### src/rtl/sext_shifter_pkg.sv
// Shared widths and the sign-extension helper used by the immediate formatting paths.
package sext_shifter_pkg;

  localparam int ADDR_W     = 16;
  localparam int IMM_W      = 12;
  localparam int BR_W       = 8;
  localparam int WORD_SHIFT = 1;
  localparam int SEXT_MAX_W = 64;

  // Sign-extends the low from_width bits of value; bits above from_width are ignored.
  function automatic logic [SEXT_MAX_W-1:0] sext(input logic [SEXT_MAX_W-1:0] value,
                                                input int from_width);
    logic [SEXT_MAX_W-1:0] upper;
    logic                  sign;
    upper = {SEXT_MAX_W{1'b1}} << from_width;
    sign  = |(value & (SEXT_MAX_W'(1) << (from_width - 1)));
    return sign ? (value | upper) : (value & ~upper);
  endfunction

endpackage

### src/rtl/sext_shifter_if.sv
// Offset request/result bundle between the immediate decoder (master) and the formatter (slave).
interface sext_shifter_if
  import sext_shifter_pkg::*;
#(
  parameter int IN_WIDTH  = IMM_W,
  parameter int OUT_WIDTH = ADDR_W
);
  logic                 in_valid;
  logic [IN_WIDTH-1:0]  data_in;
  logic                 jump;
  logic                 out_valid;
  logic [OUT_WIDTH-1:0] data_out;

  modport master (output in_valid, data_in, jump, input out_valid, data_out);
  modport slave  (input in_valid, data_in, jump, output out_valid, data_out);
endinterface

### src/rtl/sext_shift_core.sv
// Purpose: pick branch/jump offset field, sign-extend to address width, scale by left shift.
// Latency: combinational.
// Backpressure: none.
module sext_shift_core
  import sext_shifter_pkg::*;
#(
  parameter int IN_WIDTH  = IMM_W,
  parameter int BR_WIDTH  = BR_W,
  parameter int OUT_WIDTH = ADDR_W,
  parameter int SHIFT     = WORD_SHIFT
) (
  input  logic [IN_WIDTH-1:0]  data_in,
  input  logic                 jump,
  output logic [OUT_WIDTH-1:0] result
);

  logic [OUT_WIDTH-1:0] ext;

  // The branch path hands sext the whole field; sext ignores bits above BR_WIDTH.
  always_comb begin
    ext = '0;
    if (jump) begin
      ext = OUT_WIDTH'(sext(SEXT_MAX_W'(data_in), IN_WIDTH));
    end else begin
      ext = OUT_WIDTH'(sext(SEXT_MAX_W'(data_in), BR_WIDTH));
    end
    result = ext << SHIFT;
  end

endmodule

### src/rtl/sext_shifter.sv
// Purpose: registered branch/jump offset formatter for the PC datapath.
// Latency: 1 cycle, one result per cycle.
// Backpressure: none; every in_valid produces out_valid on the next cycle.
module sext_shifter
  import sext_shifter_pkg::*;
#(
  parameter int IN_WIDTH  = IMM_W,
  parameter int BR_WIDTH  = BR_W,
  parameter int OUT_WIDTH = ADDR_W,
  parameter int SHIFT     = WORD_SHIFT
) (
  input logic           clk,
  input logic           reset,
  sext_shifter_if.slave bus
);

  if (BR_WIDTH < 1 || BR_WIDTH > IN_WIDTH || SHIFT < 0 ||
      IN_WIDTH + SHIFT > OUT_WIDTH || OUT_WIDTH > SEXT_MAX_W) begin : g_bad_params
    $error("sext_shifter: illegal parameters IN=%0d BR=%0d OUT=%0d SHIFT=%0d",
           IN_WIDTH, BR_WIDTH, OUT_WIDTH, SHIFT);
  end

  logic [OUT_WIDTH-1:0] result;

  sext_shift_core #(
    .IN_WIDTH (IN_WIDTH),
    .BR_WIDTH (BR_WIDTH),
    .OUT_WIDTH(OUT_WIDTH),
    .SHIFT    (SHIFT)
  ) u_core (
    .data_in(bus.data_in),
    .jump   (bus.jump),
    .result (result)
  );

  // data_out only loads under in_valid, so idle-cycle garbage never reaches it.
  always_ff @(posedge clk) begin
    if (reset) begin
      bus.data_out  <= '0;
      bus.out_valid <= 1'b0;
    end else if (bus.in_valid) begin
      bus.data_out  <= result;
      bus.out_valid <= 1'b1;
    end else begin
      bus.out_valid <= 1'b0;
    end
  end

endmodule

### src/flat_wrapper.sv
// flat-port wrapper written by rule: the top's interface ports become plain ports
module sext_shifter_flat import sext_shifter_pkg::*;
#(
  parameter int IN_WIDTH  = IMM_W,
  parameter int BR_WIDTH  = BR_W,
  parameter int OUT_WIDTH = ADDR_W,
  parameter int SHIFT     = WORD_SHIFT
)
  (clk, reset, bus_in_valid, bus_data_in, bus_jump, bus_out_valid, bus_data_out);
  sext_shifter_if #(.IN_WIDTH(IN_WIDTH), .OUT_WIDTH(OUT_WIDTH)) bus_i ();
  input logic clk;
  input logic reset;
  input wire logic [$bits(bus_i.in_valid)-1:0] bus_in_valid;
  input wire logic [$bits(bus_i.data_in)-1:0] bus_data_in;
  input wire logic [$bits(bus_i.jump)-1:0] bus_jump;
  output wire logic [$bits(bus_i.out_valid)-1:0] bus_out_valid;
  output wire logic [$bits(bus_i.data_out)-1:0] bus_data_out;
  assign bus_i.in_valid = bus_in_valid;
  assign bus_i.data_in = bus_data_in;
  assign bus_i.jump = bus_jump;
  assign bus_out_valid = bus_i.out_valid;
  assign bus_data_out = bus_i.data_out;
  sext_shifter #(.IN_WIDTH(IN_WIDTH), .BR_WIDTH(BR_WIDTH), .OUT_WIDTH(OUT_WIDTH), .SHIFT(SHIFT)) u_core (.clk(clk), .reset(reset), .bus(bus_i));
endmodule
### config.mk
export PLATFORM = sky130hd
export DESIGN_NAME = sext_shifter_flat
export DESIGN_NICKNAME = d
export VERILOG_FILES = /design/src/rtl/sext_shifter_pkg.sv /design/src/rtl/sext_shifter_if.sv /design/src/rtl/sext_shift_core.sv /design/src/rtl/sext_shifter.sv /design/src/flat_wrapper.sv
export SDC_FILE = /design/constraint.sdc
export NUM_CORES = 1
export LEC_CHECK = 0
export CAP_MARGIN = 20
export CORE_MARGIN = 2
export CORE_UTILIZATION = 37
export CTS_CLUSTER_SIZE = 30
export DETAILED_ROUTE_END_ITERATION = 6
export PLACE_DENSITY_LB_ADDON = 0.2
export SLEW_MARGIN = 20
export SYNTH_ARGS = -nofsm -noshare
export SYNTH_HDL_FRONTEND = slang
export SYNTH_SLANG_ARGS = --single-unit
### constraint.sdc
create_clock -name clk -period 1.78 [get_ports clk]
set_clock_uncertainty 0.15 [all_clocks]
set_input_delay 0.356 -clock clk [delete_from_list [all_inputs] [get_ports clk]]
set_output_delay 0.356 -clock clk [all_outputs]
set_load 0.03 [all_outputs]
==> report_table.html <==
<table>
<tr><th>Metric</th><th>Value</th></tr>
<tr><th colspan="2">Setup path</th></tr>
<tr><td>Worst Setup EP</td><td>bus_data_out[12]</td></tr>
<tr><td>Critical path buffer and inverter count</td><td>1</td></tr>
<tr><td>Maximum fanout along the worst path</td><td>5</td></tr>
<tr><td>CP Depth</td><td>1</td></tr>
<tr><td>Startpoint-to-endpoint class of the critical path</td><td>reg -&gt; out</td></tr>
<tr><td>Worst path top cell family by delay</td><td>buffers and inverters</td></tr>
<tr><td>Required @ worst endpoint</td><td>1.27 ns</td></tr>
<tr><td>R2R cell count</td><td>2</td></tr>
<tr><td>R2r setup slk</td><td>0.91 ns</td></tr>
<tr><td>Critical path's largest stage delay</td><td>0.41 ns</td></tr>
<tr><td>Critical path capture point type</td><td>output port</td></tr>
<tr><td>Cell type of the slowest stage on the worst timing path</td><td>dlygate4sd2_1</td></tr>
<tr><td>Worst path arrival time</td><td>1.05 ns</td></tr>
<tr><td>R2R Path End</td><td>u_core.bus.data_out[14]</td></tr>
<tr><td>Worst setup startpoint</td><td>u_core.bus.data_out[14]</td></tr>
<tr><td>Startpoint kind of the worst setup timing path</td><td>flop</td></tr>
<tr><td>Crit-path cells</td><td>dlygate4sd2_1</td></tr>
<tr><td>R2r startpoint</td><td>u_core.bus.data_out[14]</td></tr>
<tr><th colspan="2">Logic synthesis</th></tr>
<tr><td>Most numerous cell types in the synthesized netlist</td><td>dfxtp_1 (13), nor2_1 (12), mux2i_1 (8)</td></tr>
<tr><td>Mean cell area of the mapped netlist</td><td>10.3 um^2</td></tr>
<tr><td>Top-area cell type share of the netlist area</td><td>49.5%</td></tr>
<tr><td>Number of cells produced by synthesis</td><td>51</td></tr>
<tr><td>Number of nets produced by synthesis</td><td>67</td></tr>
<tr><td>Fraction of synthesis flops using an asynchronous set or reset pin</td><td>0%</td></tr>
<tr><td>Ys flop type</td><td>dfxtp_1</td></tr>
<tr><td>Most frequently used cell type in the post-synthesis netlist</td><td>dfxtp_1</td></tr>
<tr><td>Total of flip-flops plus latches after synthesis</td><td>13</td></tr>
<tr><td>Post-synth EDFFs</td><td>0</td></tr>
<tr><td>Total number of yosys warnings</td><td>0</td></tr>
<tr><td>Portion of the post-synthesis area used by sequential elements</td><td>49.5%</td></tr>
<tr><td>Distinct cell type count after synthesis</td><td>12</td></tr>
<tr><td>Post-Syn Area</td><td>526 um^2</td></tr>
<tr><td>Post-synth top area cell</td><td>dfxtp_1</td></tr>
<tr><td>Leading post-synthesis cells by cell area</td><td>dfxtp_1 (50%), mux2i_1 (15%), nor2_1 (8.6%)</td></tr>
<tr><th colspan="2">Cells and area</th></tr>
<tr><td>Fraction of final layout cells sized beyond drive strength 1</td><td>6.25%</td></tr>
<tr><td>Post-layout utilization of the core</td><td>63.0%</td></tr>
<tr><td>Number of diodes added for antenna fixing</td><td>0</td></tr>
<tr><td>Signed area change from the synthesized netlist to the final layout</td><td>57.9%</td></tr>
<tr><td>Total of fill cells in the finished design</td><td>130</td></tr>
<tr><td>Final Cell Area</td><td>830 um^2</td></tr>
<tr><td>Net count of the finished layout</td><td>97</td></tr>
<tr><th colspan="2">Clock tree</th></tr>
<tr><td>Number of buffers created by CTS</td><td>3</td></tr>
<tr><td>Sink count of the clock tree</td><td>13</td></tr>
<tr><td>Post-CTS repair timing setup buffer count</td><td>0</td></tr>
<tr><td>H-tree Lvls</td><td>1</td></tr>
<tr><td>Clock-pin slew reported for the worst setup and hold paths after clock tree synthesis</td><td>0.08 ns</td></tr>
<tr><td>Maximum root-to-sink buffer count</td><td>2</td></tr>
<tr><td>Skew-Pair Late Insertion Delay</td><td>0.26 ns</td></tr>
<tr><td>CTS Root Buffer Type</td><td>clkbuf_4</td></tr>
<tr><td>TritonCTS clock tree</td><td>yes</td></tr>
<tr><th colspan="2">Timing</th></tr>
<tr><td>Endpoints failing hold</td><td>0</td></tr>
<tr><td>Fraction of the cycle the final worst path needs</td><td>87.3%</td></tr>
<tr><td>Hold Slack</td><td>0.331 ns</td></tr>
<tr><td>Time the worst path needs with I/O delays and setup</td><td>1.55 ns</td></tr>
<tr><td>Achievable clock frequency</td><td>643 MHz</td></tr>
<tr><td>Unrepaired setup endpoints after global routing</td><td>no</td></tr>
<tr><td>Setup slack of the critical path after layout</td><td>0.226 ns</td></tr>
<tr><td>Final count of negative-setup-slack endpoints</td><td>0</td></tr>
<tr><td>Post-route setup TNS</td><td>0 ns</td></tr>
<tr><td>Fin. max-slew vios</td><td>0</td></tr>
<tr><th colspan="2">Route</th></tr>
<tr><td>DR pass1 iterations</td><td>2</td></tr>
<tr><td>Initial DRC Count</td><td>2</td></tr>
<tr><td>Post-detailed-route wirelength per cell</td><td>10.6 um</td></tr>
<tr><td>Post-detailed-route count of antenna-violating nets</td><td>0</td></tr>
<tr><td>DR DRC count</td><td>0</td></tr>
<tr><td>Overall routed net length</td><td>1.01 mm</td></tr>
<tr><td>Via density per instance</td><td>4.45</td></tr>
<tr><td>Vias</td><td>423</td></tr>
<tr><th colspan="2">Floorplanning</th></tr>
<tr><td>Starting density of the core</td><td>39.9%</td></tr>
<tr><td>Die boundary width</td><td>41.7 um</td></tr>
<tr><td>Core area</td><td>0.00132 mm^2</td></tr>
<tr><td>Number of top-level pins</td><td>33</td></tr>
<tr><td>Floorplan die area</td><td>0.00174 mm^2</td></tr>
<tr><td>Die height</td><td>41.7 um</td></tr>
<tr><td>Row count</td><td>13</td></tr>
<tr><th colspan="2">Placement</th></tr>
<tr><td>Weighted congestion reported at the end of routability-driven placement</td><td>0.634</td></tr>
<tr><td>Dpl ws</td><td>0.180 ns</td></tr>
<tr><td>Placed standard-cell area</td><td>808 um^2</td></tr>
<tr><td>Number of input and output port buffers inserted</td><td>31</td></tr>
<tr><td>Detailed-placement wirelength estimate</td><td>766 um</td></tr>
<tr><th colspan="2">Flow run</th></tr>
<tr><td>Count of maximum capacitance violations</td><td>0</td></tr>
<tr><th colspan="2">GRT</th></tr>
<tr><td>Number of antenna violations at the first check in global routing</td><td>0</td></tr>
<tr><td>GRT Overall Usage</td><td>13.1%</td></tr>
<tr><td>Via count of the first global-routing pass</td><td>398</td></tr>
<tr><td>Overflow left after global routing</td><td>0</td></tr>
<tr><td>Wire length of the first global-routing pass</td><td>1.75 mm</td></tr>
<tr><td>Pin count of the biggest net entering global routing</td><td>18</td></tr>
<tr><th colspan="2">Outcome</th></tr>
<tr><td>Result of the run</td><td>complete, no violations</td></tr>
<tr><th colspan="2">Worst hold path</th></tr>
<tr><td>Type of the tightest min-delay check</td><td>reg -&gt; reg</td></tr>
<tr><th colspan="2">Power and ir drop</th></tr>
<tr><td>Leak Pwr</td><td>0.000445 uW</td></tr>
<tr><td>Max VDD drop</td><td>0.477 mV</td></tr>
<tr><td>Pwr dens</td><td>788 mW/mm^2</td></tr>
</table>
## state kept, by name, indices dropped and copies added (netlist names)
register              cells
u_core.bus.data_out      12
u_core.bus.out_valid      1
## cell type report
| type | count | area [um^2] | area share [%] |
|---|---|---|---|
| repair buffers | 32 | 325 | 39.2 |
| flip-flops and latches | 13 | 260 | 31.4 |
| multi-input cells | 31 | 199 | 24.0 |
| clock buffers | 4 | 26.3 | 3.17 |
| well taps | 15 | 18.8 | 2.26 |
## logic make-up after synthesis
kind of cell	count (synthesis)	share of synthesized area (%)
flops	13	49.5
buf+inv	7	12.6
simple gates	18	15.2
mux	8	15.2
other cells	1	0.714
compound gates	4	6.67
## power breakdown
part / internal (uW) / switching, uW
Clock: 86.6 / 89.0
Sequential: 309 / 8.29
Combinational: 74.9 / 85.5
## placed cells by master (no fill, tap or decap)
master / instances
conb_1: 1
nand2b_4: 1
nand2_1: 4
mux2i_1: 8
a311oi_1: 4
nor2b_1: 1
clkdlybuf4s50_1: 15
dlygate4sd2_1: 12
clkbuf_4: 3
nor2_1: 12
buf_12: 1
dfxtp_1: 13
dlymetal6s2s_1: 4
clkbuf_1: 1
## metrics by stage
step | total power (uW) | cells
global route | 687 | 95
floorplan | 426 | 51
finish | 653 | 95
global placement | 499 | 91
CTS | 668 | 95
detailed placement | 500 | 91
## repair_timing
item | CTS | global route
endpoints found under the setup margin | 12 | 4
hold buffers | 0 | 0
resized for setup | 12 | 4
## worst min-delay path by stage
stage                             from                       to  slack, ns  depth (start not counted)
2_1_floorplan                    reset     u_core.bus.out_valid       0.28                          1
4_1_cts         u_core.bus.data_out[9]   u_core.bus.data_out[9]       0.34                          2
5_1_grt        u_core.bus.data_out[10]  u_core.bus.data_out[10]       0.37                          2
3_3_place_gp   u_core.bus.data_out[10]  u_core.bus.data_out[10]       0.32                          2
3_5_place_dp    u_core.bus.data_out[9]   u_core.bus.data_out[9]       0.33                          2
6_report        u_core.bus.data_out[9]   u_core.bus.data_out[9]       0.33                          2
## metal layers
| layer | vias to the layer above | GRT usage (%) | wire length (um) |
|---|---|---|---|
| li1 | 225 | - | - |
| met1 | 180 | 16.2 | 425 |
| met2 | 16 | 20.3 | 495 |
| met3 | 2 | 3.48 | 75 |
| met4 | 0 | 7.74 | 12 |
| met5 | - | 0 | 0 |
No activity file was read; power rests on OpenSTA's default activity.
